### src/rtl/phy_pkg.sv
// Shared PHY definitions: width codes, COM symbol and aligner states,
// common to the RX 8-to-32 and TX 32-to-8 converters.
package phy_pkg;

  typedef enum logic [1:0] {
    Pclk32   = 2'b00,
    Pclk16   = 2'b01,
    Pclk8    = 2'b10,
    PclkRsvd = 2'b11
  } pclk_e;

  localparam logic [7:0] ComByte = 8'hBC;

  typedef enum logic {
    StUnaligned = 1'b0,
    StAligned   = 1'b1
  } align_state_e;

  // Bytes per word for a width code; reserved never reaches a byte accept.
  function automatic logic [2:0] word_len(input pclk_e pclk);
    unique case (pclk)
      Pclk32:  word_len = 3'd4;
      Pclk16:  word_len = 3'd2;
      Pclk8:   word_len = 3'd1;
      default: word_len = 3'd4;
    endcase
  endfunction

endpackage

### src/rtl/conv_8_32.sv
// RX byte-to-word converter: aligns on COM (K28.5) and packs 1/2/4 bytes per
// word, first byte in the most significant used lane.
module conv_8_32
  import phy_pkg::*;
(
  input  logic        CLK,
  input  logic        RESET_CONV,
  input  logic        ENB,
  input  logic [1:0]  PCLK,
  input  logic [7:0]  in,
  input  logic        valid_in,
  input  logic        K_in,
  output logic [31:0] out,
  output logic [3:0]  K_out,
  output logic        valid_out,
  output logic        aligned,
  output logic        align_err
);

  align_state_e state_q;
  pclk_e        pclk_q;
  logic [1:0]   cnt_q;
  logic [23:0]  buf_q;
  logic [2:0]   kbuf_q;
  logic [31:0]  out_q;
  logic [3:0]   kout_q;
  logic         valid_q;
  logic         err_q;

  pclk_e        pclk;
  logic         upd;
  logic         accept;
  logic         is_com;
  logic [1:0]   eff_cnt;
  logic         pos0;
  logic [31:0]  new_buf;
  logic [3:0]   new_k;
  logic [2:0]   cnt_next;
  logic         word_done;

  always_comb begin
    pclk      = pclk_e'(PCLK);
    upd       = ENB && (pclk != PclkRsvd);
    accept    = upd && valid_in;
    is_com    = accept && K_in && (in == ComByte);
    // A width change abandons any partial word; the byte in hand starts fresh.
    eff_cnt   = (upd && (pclk != pclk_q)) ? 2'd0 : cnt_q;
    pos0      = (state_q == StUnaligned) || is_com || (eff_cnt == 2'd0);
    new_buf   = pos0 ? {24'd0, in} : {buf_q, in};
    new_k     = pos0 ? {3'd0, K_in} : {kbuf_q, K_in};
    cnt_next  = pos0 ? 3'd1 : ({1'b0, eff_cnt} + 3'd1);
    word_done = (cnt_next == word_len(pclk));
  end

  always_ff @(posedge CLK or negedge RESET_CONV) begin
    if (!RESET_CONV) begin
      state_q <= StUnaligned;
      pclk_q  <= Pclk32;
      cnt_q   <= 2'd0;
      buf_q   <= 24'd0;
      kbuf_q  <= 3'd0;
      out_q   <= 32'd0;
      kout_q  <= 4'd0;
      valid_q <= 1'b0;
      err_q   <= 1'b0;
    end else begin
      valid_q <= 1'b0;
      err_q   <= 1'b0;
      if (upd) begin
        pclk_q <= pclk;
        cnt_q  <= eff_cnt;
      end
      if (accept && ((state_q == StAligned) || is_com)) begin
        state_q <= StAligned;
        if (state_q == StAligned && is_com && eff_cnt != 2'd0) begin
          err_q <= 1'b1;
        end
        if (word_done) begin
          out_q   <= new_buf;
          kout_q  <= new_k;
          valid_q <= 1'b1;
          cnt_q   <= 2'd0;
        end else begin
          buf_q  <= new_buf[23:0];
          kbuf_q <= new_k[2:0];
          cnt_q  <= cnt_next[1:0];
        end
      end
    end
  end

  assign out       = out_q;
  assign K_out     = kout_q;
  assign valid_out = valid_q;
  assign aligned   = (state_q == StAligned);
  assign align_err = err_q;

endmodule
### config.mk
export PLATFORM = sky130hd
export DESIGN_NAME = conv_8_32
export DESIGN_NICKNAME = d
export VERILOG_FILES = /design/src/rtl/phy_pkg.sv /design/src/rtl/conv_8_32.sv
export SDC_FILE = /design/constraint.sdc
export NUM_CORES = 1
export LEC_CHECK = 0
export CORE_MARGIN = 2
export CORE_UTILIZATION = 43
export CTS_CLUSTER_SIZE = 16
export DETAILED_ROUTE_END_ITERATION = 12
export DONT_BUFFER_PORTS = 1
export HOLD_SLACK_MARGIN = 0.12
export PLACE_DENSITY = 0.55
export SYNTH_ARGS = -nofsm -noshare
export SYNTH_HDL_FRONTEND = slang
export SYNTH_SLANG_ARGS = --single-unit
### constraint.sdc
create_clock -name CLK -period 6.4 [get_ports CLK]
set_clock_uncertainty 0.2 [all_clocks]
set_input_delay 0.32 -clock CLK [delete_from_list [all_inputs] [get_ports CLK]]
set_output_delay 0.32 -clock CLK [all_outputs]
set_load 0.02 [all_outputs]
==> metrics list <==
* Status: completed
- At the pin with the least slew margin, the transition time is 0.9089 ns.
- The die is 90.11 microns tall.
- Minimum setup slack after placement: 2.937 ns
- Of all nets on the critical path, the largest fanout is 28.
* Total placed instance area: 3254 sq um
* Max-Slew Margin vs Limit: 39.27%
* Root Buffer Master: clkbuf_8
- The tool flagged a number of max-cap violations equal to 0.
* Adder-Cell Fraction of Synth Area: 1.962%
- Buffers added to address setup during post-CTS repair amount to 0.
- The first global-routing pass estimated 10.74 mm of wire.
- From synthesis to final layout, the design area changed by 13.46%.
- A synthesized cell averages 13.17 sq um.
- The worst register-to-register path ends at buf_q[0].
* Net count reported at finish: 280
* Synthesized netlist cell count: 242
- # H-tree levels: 3
* Number of synthesized register bits: 70
- In the final routed layout, each cell accounts on average for 17.34 microns.
- Synthesis produced a netlist with a net count of 262.
* Total global routing overflow: 0
* Routed via count: 1897
* Unrepaired setup endpoints after global routing: no
* Detailed placer's ending HPWL: 4.016 mm
- Cells on worst reg2reg path: 11
* Number of warnings issued by yosys: 0
- Maximum root-to-sink buffer count: 2
- The routed design could run at a clock period as short as 3.476 ns.
- Port buffer count: 0
- Cell row count: 31
* Share of layout cells above drive strength 1: 17.74%
* XOR/XNOR share of the synthesized area: 1.099%
* Number of antenna violations at the first check in global routing: 0
- Across all setup checks in the final design, the least slack found is 2.924 ns.
* Post-Synth Simple-Gate Area: 11.11%
- Adding up every negative setup slack in the final design gives 0 ns.
- The worst register-to-register path has a setup slack of 2.92 ns.
- The congestion estimate from routability-driven global placement came to 0.8968.
- For hold timing, the worst endpoint is cnt_q[1].
- Path type of the worst setup path: flip-flop to flip-flop
* Endpoints failing hold: 0
- Number of vias per cell: 5.212
- Portion of the post-synthesis area used by sequential elements: 54.95%
- Yosys mapped the design onto 39 distinct sky130hd cell types.
* Clock sink count: 70
- Main flop type after synthesis: dfrtp_1
- The number of global-route vias before repair came to 2026.
- The later pin in the worst-skew pair is clocked with a latency of 0.34 ns.
- Total non-filler cell area in the finished layout: 3617 sq um
- Data on the critical path is required at its endpoint by 6.43 ns.
- Worst vdd ir: 0.1098 mV
- From left edge to right edge, the die measures 90.11 microns.
- Fmax: 287.7 MHz
* Core area: 7214 sq um
- Overall die area: 8119 sq um
* Pwr per Cell Area: 229.9 nW/um^2
- After clock tree synthesis, the clock-pin slew on the worst setup and hold paths is 0.08 ns.
- Area of the multi-input gates: 1345 sq um
- Registers take 1752 sq um.
- The final layout contains routed wiring with a total length of 6.310 mm.
* Initial Util: 44.19%
- Worst EP arrival: 3.51 ns
- The first routing iteration left 97 violations.
- The startpoint identified for the worst register-to-register timing path is pclk_q[1].
- Number of nets with antenna violations after detailed routing: 0
* HP Class: primary input to flip-flop
* Async set-or-reset flop fraction in the synthesized netlist: 100.0%
* Critical path endpoint category: flip-flop
* Standby leakage power: 1.889 nW
- Along the worst hold path, the cell count comes to 3.
* Maximum number of pins on one net before global-route repair: 71
* Total track usage: 16.71%
- Number of CTS-inserted buffers: 9
- Diode insertion count for antenna repair: 0
- Overall power consumption after layout is estimated at 0.8317 mW.
- # DRC: 0
- TritonCTS clock tree: done
- After synthesis, the largest family of logic cells by area is multiplexers.
* Final worst-path cycle share: 54.31%
* Launch instance of the worst min-delay path: ENB
- Post-synthesis instance area: 3188 sq um
- The number of max-slew violations in the final report came to 0.
- Mux contribution to synthesized area: 21.55%
- Summing the areas of all compound-gate instances in the mapped netlist gives 6.476% of the synthesized area.
- The filler cells instantiated in the layout total 654.
- Setup-violating endpoint count in the final report: 0
- The worst setup path is launched from a flip-flop.
- The synthesized design contains 0 enable-type register cells.
- First-pass iteration count of the detailed router: 5
* IO Pins: 54
[worst max-delay path, stage by stage (launching register included)]
cell,delay (ns)
dfrtp_1,0.39
xnor2_1,0.25
a21oi_1,0.12
nor2b_1,0.18
inv_1,0.07
ha_1,0.19
nor2b_1,0.11
buf_4,0.22
a211oi_2,0.10
or2_2,0.37
a21oi_4,0.73
mux2_2,0.41
[how the worst max path moves through the flow]
stage / from / endpoint
floorplan: PCLK[0] / buf_q[10]
global placement: pclk_q[0] / buf_q[0]
detailed placement: PCLK[0] / buf_q[0]
CTS: pclk_q[1] / buf_q[0]
global route: pclk_q[0] / buf_q[0]
finish: pclk_q[1] / buf_q[0]
[metal layers]
metal  up-vias  track usage [%]  routed length [microns]
met1       946            22.86                     2983
met5         -                0                        0
li1        887                -                        -
met3        12            4.443                      299
met4         0            8.205                      134
met2        52            24.69                     2892
[logic make-up after synthesis]
kind of cell	after synthesis
adder cells (fa/ha/maj)	5
AO/OA/AOI/OAI	34
buffers and inverters	16
flip-flops	70
XOR/XNOR	4
multiplexers	54
AND/OR/NAND/NOR	59
[state kept, by name (all words and copies together), names as in the netlist]
name       cells
pclk_q         2
kbuf_q         3
cnt_q          2
valid_out      1
out           32
align_err      1
buf_q         24
aligned        1
K_out          4
[report_power, final]
| part | switching (mW) | internal (mW) | leakage (nW) |
|---|---|---|---|
| clock network | 0.171 | 0.161 | 0.0913 |
| registers | 0.00454 | 0.448 | 0.973 |
| logic | 0.0263 | 0.0210 | 0.825 |
[metrics by stage]
step | cells | util (%) | hold WS (ns)
5_1_grt | 364 | 50.14 | 0.1620
3_3_place_gp | 332 | 45.11 | -0.1735
2_1_floorplan | 242 | - | -0.1756
6_report | 364 | 50.14 | 0.1474
3_5_place_dp | 332 | 45.11 | -0.1730
4_1_cts | 364 | 50.14 | 0.1356
[Yosys cell counts, drive strengths merged (4+ instances only)]
library cell | n | share of area [%]
ha | 5 | 2.0
o21ai | 23 | 3.6
and3 | 18 | 3.5
a21oi | 5 | 1.1
nand2 | 16 | 1.9
clkbuf | 5 | 0.59
inv | 5 | 0.59
mux2 | 54 | 22
buf | 6 | 1.7
xnor2 | 4 | 1.1
dfrtp | 70 | 55
[what timing repair did]
item	4_1_cts	5_1_grt
gates resized for setup	0	0
hold endpoints to repair	92	0
hold buffers	16	0
[layout by cell type, fill, tap and decap left out, drive strengths merged, types with 2 or more instances in the layout]
cell type	count
nand2b	3
nand3	3
clkinv	3
clkbuf	11
dlygate4sd3	15
clkinvlp	2
a21oi	5
xnor2	4
and2	2
or2	3
buf	3
dfrtp	70
nor2	2
nor2b	3
and3	18
o21ai	23
nand2	16
inv	5
mux2	54
ha	5
[cell type report]
type | count | area share [%]
clock buffer | 11 | 4.185
multi-input combinational | 156 | 37.18
tap | 99 | 3.424
clock inverter | 5 | 0.9339
inverter | 5 | 0.5189
timing repair buffer | 18 | 5.327
sequential | 70 | 48.43
(Power assumes the default switching activity.)
